[src/rtl/cache_arbiter.sv]
// Two-client arbiter sharing one line-wide memory port between I-cache and D-cache.
// Define ARB_ROUND_ROBIN_EN for round-robin tie-breaking; otherwise D-cache wins ties.
module cache_arbiter #(
    parameter int LINE_WIDTH = 256,
    parameter int ADDR_WIDTH = 32
) (
    input  logic                  clk,
    input  logic                  rst,
    input  logic                  i_pmem_read,
    input  logic [ADDR_WIDTH-1:0] i_pmem_address,
    output logic [LINE_WIDTH-1:0] i_pmem_rdata,
    output logic                  i_pmem_resp,
    input  logic                  d_pmem_read,
    input  logic                  d_pmem_write,
    input  logic [ADDR_WIDTH-1:0] d_pmem_address,
    input  logic [LINE_WIDTH-1:0] d_pmem_wdata,
    output logic [LINE_WIDTH-1:0] d_pmem_rdata,
    output logic                  d_pmem_resp,
    output logic                  mem_read,
    output logic                  mem_write,
    output logic [ADDR_WIDTH-1:0] mem_address,
    output logic [LINE_WIDTH-1:0] mem_wdata,
    input  logic [LINE_WIDTH-1:0] mem_rdata,
    input  logic                  mem_resp
);

    localparam logic [1:0] IDLE    = 2'd0;
    localparam logic [1:0] SERVE_I = 2'd1;
    localparam logic [1:0] SERVE_D = 2'd2;

    logic [1:0] state;
    logic [1:0] state_next;
    logic       i_req;
    logic       d_req;
    logic       grant_d;

    assign i_req = i_pmem_read;
    assign d_req = d_pmem_read | d_pmem_write;

`ifdef ARB_ROUND_ROBIN_EN
    logic last_grant;

    // On a tie, the client that did not win last time gets the port.
    assign grant_d = d_req & (~i_req | ~last_grant);

    always_ff @(posedge clk) begin
        if (rst) begin
            last_grant <= 1'b1;
        end else if (state == IDLE && (i_req | d_req)) begin
            last_grant <= grant_d;
        end
    end
`else
    assign grant_d = d_req;
`endif

    always_comb begin
        state_next = state;
        case (state)
            IDLE: begin
                if (grant_d) begin
                    state_next = SERVE_D;
                end else if (i_req) begin
                    state_next = SERVE_I;
                end
            end
            SERVE_I: begin
                if (mem_resp || !i_req) begin
                    state_next = IDLE;
                end
            end
            SERVE_D: begin
                if (mem_resp || !d_req) begin
                    state_next = IDLE;
                end
            end
            default: state_next = IDLE;
        endcase
    end

    always_ff @(posedge clk) begin
        if (rst) begin
            state <= IDLE;
        end else begin
            state <= state_next;
        end
    end

    // Memory-side outputs follow the granted client's live inputs only.
    always_comb begin
        mem_read    = 1'b0;
        mem_write   = 1'b0;
        mem_address = '0;
        mem_wdata   = '0;
        case (state)
            SERVE_I: begin
                mem_read    = i_pmem_read;
                mem_address = i_pmem_address;
            end
            SERVE_D: begin
                mem_write   = d_pmem_write;
                mem_read    = d_pmem_read & ~d_pmem_write;
                mem_address = d_pmem_address;
                mem_wdata   = d_pmem_wdata;
            end
            default: begin
                mem_read  = 1'b0;
                mem_write = 1'b0;
            end
        endcase
    end

    assign i_pmem_rdata = mem_rdata;
    assign d_pmem_rdata = mem_rdata;
    assign i_pmem_resp  = mem_resp & (state == SERVE_I);
    assign d_pmem_resp  = mem_resp & (state == SERVE_D);

endmodule

[config.mk]
export PLATFORM = sky130hd
export DESIGN_NAME = cache_arbiter
export DESIGN_NICKNAME = d
export VERILOG_FILES = /design/src/rtl/cache_arbiter.sv
export SDC_FILE = /design/constraint.sdc
export NUM_CORES = 1
export LEC_CHECK = 0
export ABC_AREA = 1
export BUFFER_PORTS_ARGS = -buffer_cell sky130_fd_sc_hd__buf_2
export CAP_MARGIN = 20
export CORE_AREA = 2 2 532 534
export CTS_CLUSTER_DIAMETER = 60
export DETAILED_ROUTE_END_ITERATION = 10
export DIE_AREA = 0 0 534 536
export SYNTH_ARGS = -nofsm -noshare
export SYNTH_HDL_FRONTEND = slang
export SYNTH_SLANG_ARGS = --single-unit
export TNS_END_PERCENT = 100
[constraint.sdc]
create_clock -name clk -period 2.2 [get_ports clk]
set_input_delay 0.22 -clock clk [delete_from_list [all_inputs] [get_ports clk]]
set_output_delay 0.22 -clock clk [all_outputs]
set_load 0.01 [all_outputs]
==> metrics.md, run 1 <==
| Metric | Value |
|---|---|
| CTS sink cnt | `2` |
| Top-count cell post-synth | `buf_4` |
| Die Ht | `~540 um` |
| # port buffers | `around 620` |
| Startpoint Class | `register` |
| Seq. cell area | `40.0 sq um` |
| Final Hold Viols | `0` |
| Largest net degree at the start of global routing | `69` |
| Vias in the first global route | `approximately 7,000` |
| Most frequent cells after synthesis | `buf_4, nand2_1, inv_1` |
| Combinational Power Share | `0.894` |
| DR WL met3 | `76,200 um` |
| Total Die Area | `286,000 sq um` |
| Most flop-heavy register | `state` |
| Cell Area, Synth | `6690 sq um` |
| Post-detail-place hpwl | `203,000 um` |
| NetSw | `1.84 mW` |
| Area Growth Syn to Fin | `69.3%` |
| Status | `finished clean` |
| First-pass GRT wire length | `~220,000 um` |
| DR vias | `between 8,000 and 9,000` |
| Syn avg cell area | `about 5.6 sq um` |
| Metal2 WL | `between 80,000 and 90,000 um` |
| Slew Limit Fails | `0` |
| Highest routed layer | `met5` |
| Maximum root-to-sink buffer count | `2` |
| Syn nets | `between 1,500 and 2,000` |
| Ys async rst share | `0` |
| Final Instance Area | `11,300 sq um` |
| Regs by FF count | `state (2)` |
| Lkg Pwr | `5.97 nW` |
| Max reg flops | `2` |
| Initial antenna violation count | `235` |
| Synth unique cells | `14` |
| Synth warnings | `0` |
| Ys flop type | `dfxtp_1` |
| CTS Root Cell | `clkbuf_16` |
| Worst min path class | `primary input to register` |
| Io pins | `1,386` |
| GRT Overall Usage | `0.139` |
| Min Clock Period, post-route | `2.14 ns` |
| Post-synthesis sequential area ratio | `0.00599` |
| Post-detailed-route wirelength per cell | `41.2 um` |
| Row count | `195` |
| Sequential power share | `0.015` |
| Postcts setup bufs | `0` |
| Highest-delay cell along the critical path | `nand2_1` |
| Required @ worst endpoint | `1.98 ns` |
| Post-Route Skew | `0.00307 ns` |
| Period utilization | `0.971` |
| ANT nets after route | `0` |
| Met1 wire length | `between 30,000 and 40,000 um` |
| Post-synthesis sequential element count | `2` |
| TNS Setup | `0 ns` |
| Slowest stage delay, CP | `between 0.3 and 0.4 ns` |
| Hold WS | `0.202 ns` |
| Clock power share | `0.091` |
| Post-synth top area share | `0.606` |
| Crit path kind | `register to output port` |
| DR pass1 iterations | `5` |
| DR DRC count | `0` |
| Final core utilization | `0.0403` |
| PwrDens | `roughly 270 nW/um^2` |
| Initial Utilization | `0.0238` |
| Actual slew at the worst max-slew pin | `just over 0.5 ns` |
| Num CTS Buffers | `3` |
| Nets | `between 1,500 and 2,000` |
| Maximum VDD drop | `between 150 and 200 uV` |
| Fillers | `33,494` |
| CP max FO | `19` |
| Die W | `534 um` |
| Yosys top cell by area | `buf_4` |
| H-Tree Depth | `1` |
| Max transition margin | `0.655` |
| Post-Synthesis Cells | `1,200` |
| Crit-path cells | `inv_1, ha_4, buf_12, nand2_1, a21oi_4, buf_12` |
| TritonCTS clock tree | `done` |
| Fmax | `about 0.47 GHz` |
| Net Sw Frac | `0.603` |
| Worst skew pair latency | `0.23 ns` |
| Routed WL | `208,000 um` |
| RSZ-0062 raised after global routing | `false` |
| Core area | `roughly 280,000 sq um` |
| EDFF count, synth | `0` |
| Top cells by area, synth | `buf_4, nand2_1, inv_1` |
| Arr. time, crit path | `around 1.9 ns` |
| Clock transition at path regs | `0.03 ns` |
| Most used cell, CP | `buf_12` |
| Share of cells above drive strength 1 | `0.500` |
| Via density | `1.65` |
| Final setup vio count | `0` |
| Power Internal | `about 1.2 mW` |
| Initial DRC count | `484` |
| MaxCap Viol Count | `0` |
| Footprint of the multi-input gates | `1540 sq um` |
| Grt ovf | `0` |
| CP Capture Type | `output port` |
| RePlAce Congestion | `approximately 0.83` |
| Tot Pwr | `3.05 mW` |
| Placed inst area | `about 11,000 sq um` |
## per-layer routing
metal | track usage | up-vias
li1 | - | 3047
met1 | 0.0765 | 3012
met2 | 0.208 | 1651
met3 | 0.237 | 514
met4 | 0.0283 | 134
met5 | 0 | -
## what timing repair did
action / 4_1_cts / 5_1_grt
hold buffers: 0 / 0
gates resized for setup: 2 / 3
setup endpoints to repair: 1 / 4
cloned: 0 / 1
## cell type report
cell class,count,share of cell area
Antenna cell,33,0.00730
Sequential cell,2,0.00354
Tap cell,3743,0.414
Timing Repair Buffer,631,0.344
Clock buffer,3,0.00663
Inverter,267,0.0886
Multi-Input combinational cell,379,0.136
## logic make-up (layout without fill, tap and decap cells)
family,count (synthesis),count (layout),synth area share
DFF,2,2,0.00599
and+or+nand+nor,340,340,0.193
adders and majority gates,3,3,0.00562
AOI/OAI and AO/OA,36,36,0.0273
buffers and inverters,819,901,0.768
other,0,33,0
## stage by stage
stage | setup WS [ns] | cells
2_1_floorplan | 0.810 | 1200
3_3_place_gp | 0.132 | 5021
3_5_place_dp | 0.0922 | 5021
4_1_cts | 0.00778 | 5024
5_1_grt | 0.00412 | 5033
6_report | 0.0639 | 5058
## worst max-delay path, delay by kind of cell (launching register included)
kind | cells | cell delay, ns
buf+inv | 3 | 0.46
simple gates | 1 | 0.35
flops | 1 | 0.32
compound gates | 1 | 0.32
fa+ha+maj | 1 | 0.19
## power by group through the flow
stage	logic [mW]	clock network, mW	registers [mW]
2_1_floorplan	1.87	0	0.0438
3_3_place_gp	2.79	0	0.0451
3_5_place_dp	2.81	0	0.0460
4_1_cts	2.83	0.279	0.0454
5_1_grt	2.98	0.285	0.0461
6_report	2.72	0.277	0.0455
## path summary, 6_finish.rpt
path / start / end / slack [ns] / cells after the start
worst min-delay path: rst / state[1] / 0.20 / 2
worst max register to register: state[1] / state[0] / 0.76 / 8
worst min register to register: state[1] / state[1] / 0.53 / 2
worst max-delay path: state[0] / mem_address[0] / 0.06 / 6
## layout by cell type, fill, tap and decap left out
master and count:
nor2_1 4, dfxtp_1 2, ha_1 1, a21oi_4 1, inv_1 266, clkbuf_16 4
nand2_1 331, nand3_2 1, buf_12 45, ha_2 1, ha_4 1, buf_16 1
a21oi_1 32, a21oi_2 2, buf_2 578, inv_2 1, o21bai_1 1, buf_4 6
diode_2 33, nand3_1 4
Note: power is estimated with default switching activity, not from simulation.
==> run 2: changes to the inputs <==
==> constraint.sdc (replaced) <==
create_clock -name clk -period 2.2 [get_ports clk]
set_input_delay 0 -clock clk [delete_from_list [all_inputs] [get_ports clk]]
set_output_delay 0 -clock clk [all_outputs]
set_load 0.01 [all_outputs]
==> run 2 against run 1 <==
  * Utilization decreased by 0.20 points
  * Wire length barely moved
  * Clock skew fell by 0.0020 ns
  * Critical endpoint is now mem_wdata[103]
  * Sequential share of layout area is essentially flat
  * Design area down 4.9%
  * Non-clock buffer count shrank 4
  * Clock power increased by 3%
==> metrics.md, run 2 (same netlist as run 1, synthesis figures left out) <==
| Metric | Value |
|---|---|
| Max reg flops | `2` |
| Power Internal | `1.03 mW` |
| Worst min path class | `primary input to output port` |
| Routed WL | `208,000 um` |
| PwrDens | `263 nW/um^2` |
| Required @ worst endpoint | `about 2.2 ns` |
| TritonCTS clock tree | `done` |
| Post-detail-place hpwl | `around 200,000 um` |
| Lkg Pwr | `5.84 nW` |
| Total Die Area | `286,000 sq um` |
| RePlAce Congestion | `around 0.85` |
| Post-Route Skew | `0.00107 ns` |
| TNS Setup | `0 ns` |
| DR DRC count | `0` |
| Most frequent cells in the layout | `buf_2, nand2_1, inv_1` |
| DR pass1 iterations | `5` |
| CTS sink cnt | `2` |
| GRT Overall Usage | `0.139` |
| Period utilization | `0.879` |
| NetSw | `1.80 mW` |
| CP Capture Type | `output port` |
| Initial DRC count | `402` |
| Worst skew pair latency | `roughly 0.23 ns` |
| Num CTS Buffers | `3` |
| Status | `finished clean` |
| Die Ht | `about 540 um` |
| Actual slew at the worst max-slew pin | `between 0.4 and 0.5 ns` |
| Final Hold Viols | `0` |
| Die W | `534 um` |
| Grt ovf | `0` |
| MaxCap Viol Count | `0` |
| CP max FO | `69` |
| Regs by FF count | `state (2)` |
| Clock transition at path regs | `0.03 ns` |
| Nets | `1,865` |
| Row count | `195` |
| Core area | `281,000 sq um` |
| Area Growth Syn to Fin | `61.1%` |
| Most flop-heavy register | `state` |
| Clock power share | `0.101` |
| Initial Utilization | `0.0238` |
| Post-detailed-route wirelength per cell | `41.1 um` |
| Crit path kind | `register to output port` |
| Final core utilization | `0.0383` |
| Max transition margin | `0.692` |
| Net Sw Frac | `0.635` |
| CTS Root Cell | `clkbuf_16` |
| Final setup vio count | `0` |
| Arr. time, crit path | `roughly 1.9 ns` |
| Via density | `between 1.5 and 2` |
| Maximum root-to-sink buffer count | `2` |
| Min Clock Period, post-route | `~1.9 ns` |
| Initial antenna violation count | `approximately 240` |
| RSZ-0062 raised after global routing | `false` |
| Largest net degree at the start of global routing | `73` |
| First-pass GRT wire length | `225,000 um` |
| Io pins | `1,386` |
| Share of cells above drive strength 1 | `0.495` |
| ANT nets after route | `0` |
| Gates resized, CTS repair | `0` |
| # port buffers | `617` |
| Sequential power share | `0.016` |
| DR vias | `8,247` |
| H-Tree Depth | `1` |
| Startpoint Class | `register` |
| Combinational Power Share | `0.883` |
| Commonest non-fill, non-tap cell in the layout | `buf_2` |
| Vias in the first global route | `6,920` |
| Fmax | `0.517 GHz` |
| Maximum VDD drop | `163 uV` |
| Slew Limit Fails | `0` |
-- run 2: worst paths after layout --
kind,startpoint,end,depth (start not counted),slack (ns)
worst min register to register,state[0],state[0],2,0.51
worst max register to register,state[1],state[0],8,0.73
worst max-delay path,state[0],mem_wdata[103],7,0.27
worst min-delay path,mem_rdata[116],d_pmem_rdata[116],0,0.000007
-- run 2: final cells by class --
class                   count  area [sq um]
clock buffers               3          75.1
repair buffers            627          3340
fillers                 33613        270000
flip-flops and latches      2          40.0
well taps                3743          4680
multi-input cells         379          1520
inverters                 267          1000
diodes                     41           103
-- run 2: what timing repair did --
item	4_1_cts	5_1_grt
hold buffers	1	0
endpoints found under the hold margin	1	0
setup buffers	0	0
-- run 2: worst max-delay path, cell delays in order, from the launching register on --
cell and delay, ns:
dfxtp_1 0.31, inv_1 0.13, ha_4 0.19, buf_12 0.17
buf_12 0.31, nand2_1 0.21, inv_1 0.09, buf_2 0.17
-- run 2: per-stage QoR --
stage | worst slack (ns) | instances | hold slack, ns | area, sq um | total power, mW
final | 0.265 | 5062 | 0.00000674 | 10800 | 2.83
after detailed placement | 0.425 | 5017 | 0.000197 | 10600 | 2.68
after CTS | 0.172 | 5021 | 0.000197 | 10700 | 2.98
after floorplan | 0.987 | 1200 | 0.0691 | 6690 | 1.92
after global placement | 0.485 | 5017 | 0.000197 | 10600 | 2.66
after global routing | 0.162 | 5037 | 0.0000329 | 10700 | 3.08
-- run 2: power by group through the flow --
stage / Combinational [mW] / Clock [mW] / Sequential (mW)
4_1_cts: 2.65 / 0.288 / 0.0454
6_report: 2.50 / 0.285 / 0.0454
2_1_floorplan: 1.87 / 0 / 0.0438
3_3_place_gp: 2.61 / 0 / 0.0452
5_1_grt: 2.75 / 0.289 / 0.0460
3_5_place_dp: 2.64 / 0 / 0.0459
-- run 2: layer usage --
metal | global-route usage | vias up | share of wire
li1 | - | 3045 | -
met1 | 0.0776 | 2947 | 0.19
met2 | 0.210 | 1655 | 0.42
met3 | 0.236 | 468 | 0.37
met4 | 0.0252 | 132 | 0.026
met5 | 0 | - | 0.0042
